### src/rtl/pipelined_segment_adder.sv
// rtl/pipelined_segment_adder.sv - segment-per-stage pipelined add/subtract with valid/ready handshake
// Define PSA_OVERFLOW_EN to add the registered signed-overflow output ovf.
module pipelined_segment_adder #(
    parameter int WIDTH = 32,
    parameter int SEG   = 16
) (
    input  logic             clk,
    input  logic             rst,
    input  logic             in_valid,
    output logic             in_ready,
    input  logic [WIDTH-1:0] a,
    input  logic [WIDTH-1:0] b,
    input  logic             cin,
    input  logic             sub,
    output logic             out_valid,
    input  logic             out_ready,
    output logic [WIDTH-1:0] sum,
    output logic             cout
`ifdef PSA_OVERFLOW_EN
    ,
    output logic             ovf
`endif
);
    localparam int STAGES = (SEG > 0) ? (WIDTH / SEG) : 1;

    if (SEG < 1 || WIDTH < 1 || (WIDTH % SEG) != 0) begin : g_bad_cfg
        $error("pipelined_segment_adder: WIDTH must be a positive multiple of SEG");
    end

    logic             adv;
    logic [WIDTH-1:0] b_inv;

    // One global advance: the whole pipe moves together or holds together.
    assign adv      = !out_valid || out_ready;
    assign in_ready = adv;
    assign b_inv    = sub ? ~b : b;

    for (genvar k = 0; k < STAGES; k++) begin : g_stage
        logic [SEG-1:0]         sa;
        logic [SEG-1:0]         sb;
        logic                   ci;
        logic                   vi;
        logic [SEG:0]           add;
        logic [(k+1)*SEG-1:0]   r_d;
        logic [(k+1)*SEG-1:0]   r_q;
        logic                   v_q;
        logic                   c_q;

        if (k == 0) begin : g_first
            assign sa  = a[SEG-1:0];
            assign sb  = b_inv[SEG-1:0];
            assign ci  = cin ^ sub;
            assign vi  = in_valid;
            assign r_d = add[SEG-1:0];
        end else begin : g_next
            assign sa  = g_stage[k-1].g_skew.a_q[SEG-1:0];
            assign sb  = g_stage[k-1].g_skew.b_q[SEG-1:0];
            assign ci  = g_stage[k-1].c_q;
            assign vi  = g_stage[k-1].v_q;
            assign r_d = {add[SEG-1:0], g_stage[k-1].r_q};
        end

        assign add = {1'b0, sa} + {1'b0, sb} + {{SEG{1'b0}}, ci};

        always_ff @(posedge clk or posedge rst) begin
            if (rst) begin
                v_q <= 1'b0;
                c_q <= 1'b0;
                r_q <= '0;
            end else if (adv) begin
                v_q <= vi;
                if (vi) begin
                    c_q <= add[SEG];
                    r_q <= r_d;
                end
            end
        end

        // Segments not yet summed ride along here until their own stage.
        if (k < STAGES - 1) begin : g_skew
            logic [WIDTH-(k+1)*SEG-1:0] a_d;
            logic [WIDTH-(k+1)*SEG-1:0] b_d;
            logic [WIDTH-(k+1)*SEG-1:0] a_q;
            logic [WIDTH-(k+1)*SEG-1:0] b_q;

            if (k == 0) begin : g_src_in
                assign a_d = a[WIDTH-1:SEG];
                assign b_d = b_inv[WIDTH-1:SEG];
            end else begin : g_src_prev
                assign a_d = g_stage[k-1].g_skew.a_q[WIDTH-k*SEG-1:SEG];
                assign b_d = g_stage[k-1].g_skew.b_q[WIDTH-k*SEG-1:SEG];
            end

            always_ff @(posedge clk or posedge rst) begin
                if (rst) begin
                    a_q <= '0;
                    b_q <= '0;
                end else if (adv && vi) begin
                    a_q <= a_d;
                    b_q <= b_d;
                end
            end
        end
    end

    assign out_valid = g_stage[STAGES-1].v_q;
    assign sum       = g_stage[STAGES-1].r_q;
    assign cout      = g_stage[STAGES-1].c_q;

`ifdef PSA_OVERFLOW_EN
    logic ovf_d;
    logic ovf_q;

    // The last stage sees the MSBs of A and post-inversion B', so overflow is judged there.
    assign ovf_d = (g_stage[STAGES-1].sa[SEG-1] == g_stage[STAGES-1].sb[SEG-1]) &&
                   (g_stage[STAGES-1].add[SEG-1] != g_stage[STAGES-1].sa[SEG-1]);

    always_ff @(posedge clk or posedge rst) begin
        if (rst) begin
            ovf_q <= 1'b0;
        end else if (adv && g_stage[STAGES-1].vi) begin
            ovf_q <= ovf_d;
        end
    end

    assign ovf = ovf_q;
`endif

endmodule

### config.mk
export PLATFORM = sky130hd
export DESIGN_NAME = pipelined_segment_adder
export DESIGN_NICKNAME = d
export VERILOG_FILES = /design/src/rtl/pipelined_segment_adder.sv
export SDC_FILE = /design/constraint.sdc
export NUM_CORES = 1
export LEC_CHECK = 0
export ABC_AREA = 1
export BUFFER_PORTS_ARGS = -buffer_cell sky130_fd_sc_hd__clkbuf_2
export CAP_MARGIN = 20
export CORE_UTILIZATION = 44
export DETAILED_ROUTE_END_ITERATION = 8
export PLACE_DENSITY = 0.72
export SLEW_MARGIN = 20
export SYNTH_ARGS = -nofsm -noshare
export SYNTH_HDL_FRONTEND = slang
export SYNTH_SLANG_ARGS = --single-unit
### constraint.sdc
create_clock -name clk -period 4.4 [get_ports clk]
set_clock_uncertainty 0.05 [all_clocks]
set_input_delay 0 -clock clk [delete_from_list [all_inputs] [get_ports clk]]
set_output_delay 0 -clock clk [all_outputs]
set_load 0.02 [all_outputs]
# Word-level counts from Yosys, hierarchy flattened
# Index checks and enable logic that the tools add are counted.
word_totals:
  reg_bits: 84
  latch_bits: 0
  ramBits: 0
  rom_bits: 0
  wordCells: 20
  mem_count: 0
classes:
  n_addsub: 4
  multipliers: 0
  div_mod_pow: 0
  n_lt_le_gt_ge: 0
  eq_ne: 0
  n_shift: 0
  n_mux: 1
  n_bitwise: 2
  n_reduce_logical: 5
op_table:
  columns: ["cell", "count"]
  rows:
  - ["adder 16 x 16 -> 17 bit", 2]
  - ["adder 17 x 1 -> 17 bit", 2]
  - ["2-to-1 mux 32 bit", 1]
  - ["NOT 32 bit", 1]
  - ["AND reduction 2 bit", 2]
  - ["logical AND 1 bit", 1]
  - ["zero test 1 bit", 1]
  - ["logical OR 1 bit", 1]
  - ["bitwise XOR 1 bit", 1]

# Depth between registers and ports, before layout
logic_depth:
  word_depth: 4
  ltp_mapped: 15
  mapped_depth_nobuf: 13

# Worst setup path before layout
# No wires, ideal clock.
synth_timing:
  path_kind: "register -> register"
  from: "register g_stage[0].c_q"
  to: "register g_stage[1].r_q[24] (netlist: sum[24])"
  setup_time_ns: 0.117
  t_arrival_ns: 1.837
  path_slack_ns: 2.396
  stages_incl_launch_ff: 11
  path_buffers: 0
  cell_sequence: "dfrtp_1 > fa_1 > fa_1 > nand2_1 > nand2_1 > and2_4 > nand2_1 > nand2_1 > xor2_1 > nand2_1 > nand2_1"
synth_via:
  elab_chain_len: 1
synth_rtl:
  columns: ["element", "line_no", "rtl"]
  rows:
  - ["start: declaration", "47", "logic c_q;"]
  - ["start signal: assignment", "73", "c_q <= add[SEG];"]
  - ["adder 17 x 1 -> 17 bit", "63", "assign add = {1'b0, sa} + {1'b0, sb} + {{SEG{1'b0}}, ci};"]
  - ["end signal: assignment", "74", "r_q <= r_d;"]
  - ["end: declaration", "45", "logic [(k+1)*SEG-1:0] r_q;"]
# No other way between the ends.
# A chain may end at the register's enable or synchronous reset.

# Final worst setup path
layout_timing:
  from: "input sub"
  to: "register g_stage[0].r_q[8]"
layout_via:
  elab_chain_len: 3
  word_cells_on_any_way: 4
  classes_between: "add/sub: 2; mux: 1; bitwise: 1"
layout_rtl:
  columns: ["element", "line_no", "rtl"]
  rows:
  - ["start: declaration", "14", "input logic sub,"]
  - ["2-to-1 mux 32 bit", "36", "assign b_inv = sub ? ~b : b;"]
  - ["adder 16 x 16 -> 17 bit", "63", null]
  - ["adder 17 x 1 -> 17 bit *", "63", null]
  - ["end signal: assignment", "74", null]
  - ["end: declaration", "45", null]
# Mark *: on every way between the ends. The rest lies on a longest branch, timed or not.

==> reports/results.txt <==
Post-placement cell area - 5970 um2
RSZ-0062 raised after global routing - no
Via count - 4802
Final worst-path cycle share - 0.503
Flop2flop setup slack - 2.23 ns
Grt ovf - 0
Slew @ Worst Pin - 0.739 ns
Number of vias per cell - 4.73
Antenna-violating nets left - 0
Combinational share of power - 0.399
Setup bufs post-CTS - 0
CTS Buf Count - 9
Fillcell total - 1090
Largest area contributor in the netlist - dfrtp_1
CP Capture Type - register
Clock group share of total power - 0.235
Layout Utilization - 0.566
Starting Density - 0.460
Crit Path Category - primary input to register
Die height - 112 um
Top_reg_cell synth - dfrtp_1
Clock Sinks - 84
Row count - 39
Area delta synth->final - 23.0%
Slew Limit Fails - 0
Global Route met1 Usage - 0.281
Cell internal pwr - 1.88 mW
Critical path fanouts, max - 17
1st-iter DRT viols - 268
Global Route met3 Usage - 0.0292
Largest net degree at the start of global routing - 65
Synth top area share - 0.392
Clk buf depth - 2
CP required - 4.57 ns
FFs w/ async S/R, synth - 1.00
CTS tree - done
WL per Instance - 12.6 um
Post-DP HPWL - 9020 um
Syn_area_per_cell - 7.29 um2
Number of global-route vias before repair - 4876
Gr usage total - 0.223
Max_slew headroom - 0.507
LEAKAGE - 3.75 nW
Diodes inserted - 0
PD cells - 469 nW/um2
CP max stage delay - 0.43 ns
Clk_lat worst skew - 0.34 ns
Top-count cell post-synth - nand2_1
Mapped Area - 5370 um2
MaxCap Viol Count - 0
Busiest grt layer - met2
Worst min-delay path category - primary input to register
Root Buffer - clkbuf_16
Crit path DAT - 2.38 ns
Max Fclk - 452 MHz
Endpoints failing hold - 0
Die Area - 12600 um2
Post-synth EDFFs - 0
Fraction of layout instances using a drive strength above 1 - 0.159
Register bit total from synthesis - 84
I/O pins - 105
Maximum vdd drop - 0.221 mV
Run status - finished clean
Minimum clock period - 2.21 ns
Top cells by area in the synthesized netlist - dfrtp_1 39%, nand2_1 22%, ha_1 7.0%
Seq pwr share - 0.367
Hold depth - 4
Chip width - 112 um
Switch Pwr - 1.22 mW
Worst R2R Start - g_stage[0].c_q
Met2 GRT Util - 0.390
Sequential cell area fraction in the yosys report - 0.392
Warnings, synthesis - 0
Critical Path, Cell by Cell - clkbuf_2, buf_4, xor2_1, fa_1, inv_1, fa_1, inv_1, nand3_1, nand3_1, nand2_1, nand3_1, nand2_1, nand2_1, o21ai_0
Switching part of the total power - 0.393
Startpoint types - primary input
Hold path startpoint - a[0]
Worst path slowest cell - clkbuf_2
Hold EP - g_stage[0].r_q[0]
Number of remaining DRC errors - 0
Gpl congestion - 0.882
Synthesized instance count - 736
Global-route wire length before repair - 22400 um
Initial antenna violation count - 0
Reg2reg end - sum[22]
Nets - 972
CTS H-tree depth - 3
# setup viols final - 0
Post-route cell area - 6600 um2
Synth top cells by count - 316 x nand2_1, 91 x inv_1, 84 x dfrtp_1, 36 x nand3_1, 31 x o21ai_0
Drt total wl - 12800 um
Register-to-Register Path Depth - 9
Mapped Nets - 840
Core Area - 11700 um2
Clk slew on worst S/H paths - 0.06 ns
Netlist cell types - 34
Setup_tns - 0 ns
Pre-Repair DR Iteration Count - 4
I/O Buffers - 104
cell usage in the layout (no fill, tap or decap), types with 3 or more instances in the layout:
cell type,synthesis,final
nand2_1,316,316
clkbuf_2,0,104
inv_1,91,90
dfrtp_1,84,84
nand3_1,36,36
dlygate4sd3_1,0,34
o21ai_0,31,31
ha_1,30,30
nor2_1,25,25
xnor2_1,21,21
xor2_1,19,19
a21oi_1,16,16
nor3_1,9,9
clkbuf_16,0,9
o21ai_1,5,5
nand3b_1,4,4
fa_1,4,4
inv_2,3,3
or2_0,3,3
nand3_2,3,3
clkbuf_8,0,3
cells by family after synthesis:
group	after synthesis	share of synthesized area
flops	84	0.392
buf+inv	113	0.0867
simple gates	409	0.318
fa+ha+maj	34	0.0848
compound gates	56	0.0538
xor+xnor	40	0.0653
timing repair:
item / 4_1_cts / 5_1_grt
resized for setup: 0 / 0
hold buffers: 34 / 0
hold endpoints to repair: 65 / 0
registers in the layout (all words and copies together), names as in the netlist:
name / count
sum: 32
g_stage.g_skew.a_q: 16
g_stage.g_skew.b_q: 16
g_stage.r_q: 16
cout: 1
g_stage.c_q: 1
g_stage.v_q: 1
out_valid: 1
worst max-delay path: cells and delay by family:
kind / cells / cell delay [ns]
buffers and inverters: 4 / 0.97
AO/OA/AOI/OAI: 1 / 0.08
adder cells (fa/ha/maj): 2 / 0.62
AND/OR/NAND/NOR: 6 / 0.49
XOR/XNOR: 1 / 0.23
routing by layer:
metal | wire [um] | vias up
met1 | 5870 | 2154
met4 | 289 | 0
met2 | 6150 | 99
met5 | 0 | -
li1 | - | 2528
met3 | 440 | 21
how the worst max path moves through the flow:
stage / startpoint / endpoint / slack (ns) / cells past startpoint
floorplan: rst / cout / 2.18 / 1
global placement: sub / g_stage[0].r_q[8] / 1.88 / 14
detailed placement: sub / g_stage[0].r_q[8] / 1.84 / 14
CTS: sub / g_stage[0].r_q[8] / 2.19 / 14
global route: sub / g_stage[0].r_q[8] / 1.89 / 14
finish: sub / g_stage[0].r_q[8] / 2.19 / 14
power by group through the flow:
| stage | clock (mW) | sequential, mW | combinational [mW] |
|---|---|---|---|
| 2_1_floorplan | 0 | 1.28 | 0.720 |
| 3_3_place_gp | 0 | 1.14 | 1.19 |
| 3_5_place_dp | 0 | 1.15 | 1.21 |
| 4_1_cts | 0.739 | 1.14 | 1.24 |
| 5_1_grt | 0.773 | 1.16 | 1.40 |
| 6_report | 0.726 | 1.14 | 1.23 |
final cells by class:
type	count	area (um2)	area share
sequential	84	2100	0.318
inverter	94	354	0.0536
multi-input combinational	539	2800	0.424
tap	143	179	0.0271
clock buffer	13	270	0.0409
clock inverter	3	20.0	0.00303
timing repair buffer	140	876	0.133
per-stage QoR:
| step | setup WS [ns] | instances | total power [mW] | hold slack (ns) |
|---|---|---|---|---|
| 2_1_floorplan | 2.18 | 736 | 2.00 | 0.0596 |
| 3_3_place_gp | 1.88 | 966 | 2.33 | -0.00505 |
| 3_5_place_dp | 1.84 | 966 | 2.35 | 0.00418 |
| 4_1_cts | 2.19 | 1016 | 3.11 | 0.0325 |
| 5_1_grt | 1.89 | 1016 | 3.33 | 0.0515 |
| 6_report | 2.19 | 1016 | 3.09 | 0.0369 |
Note: power is estimated with default switching activity, not from simulation.
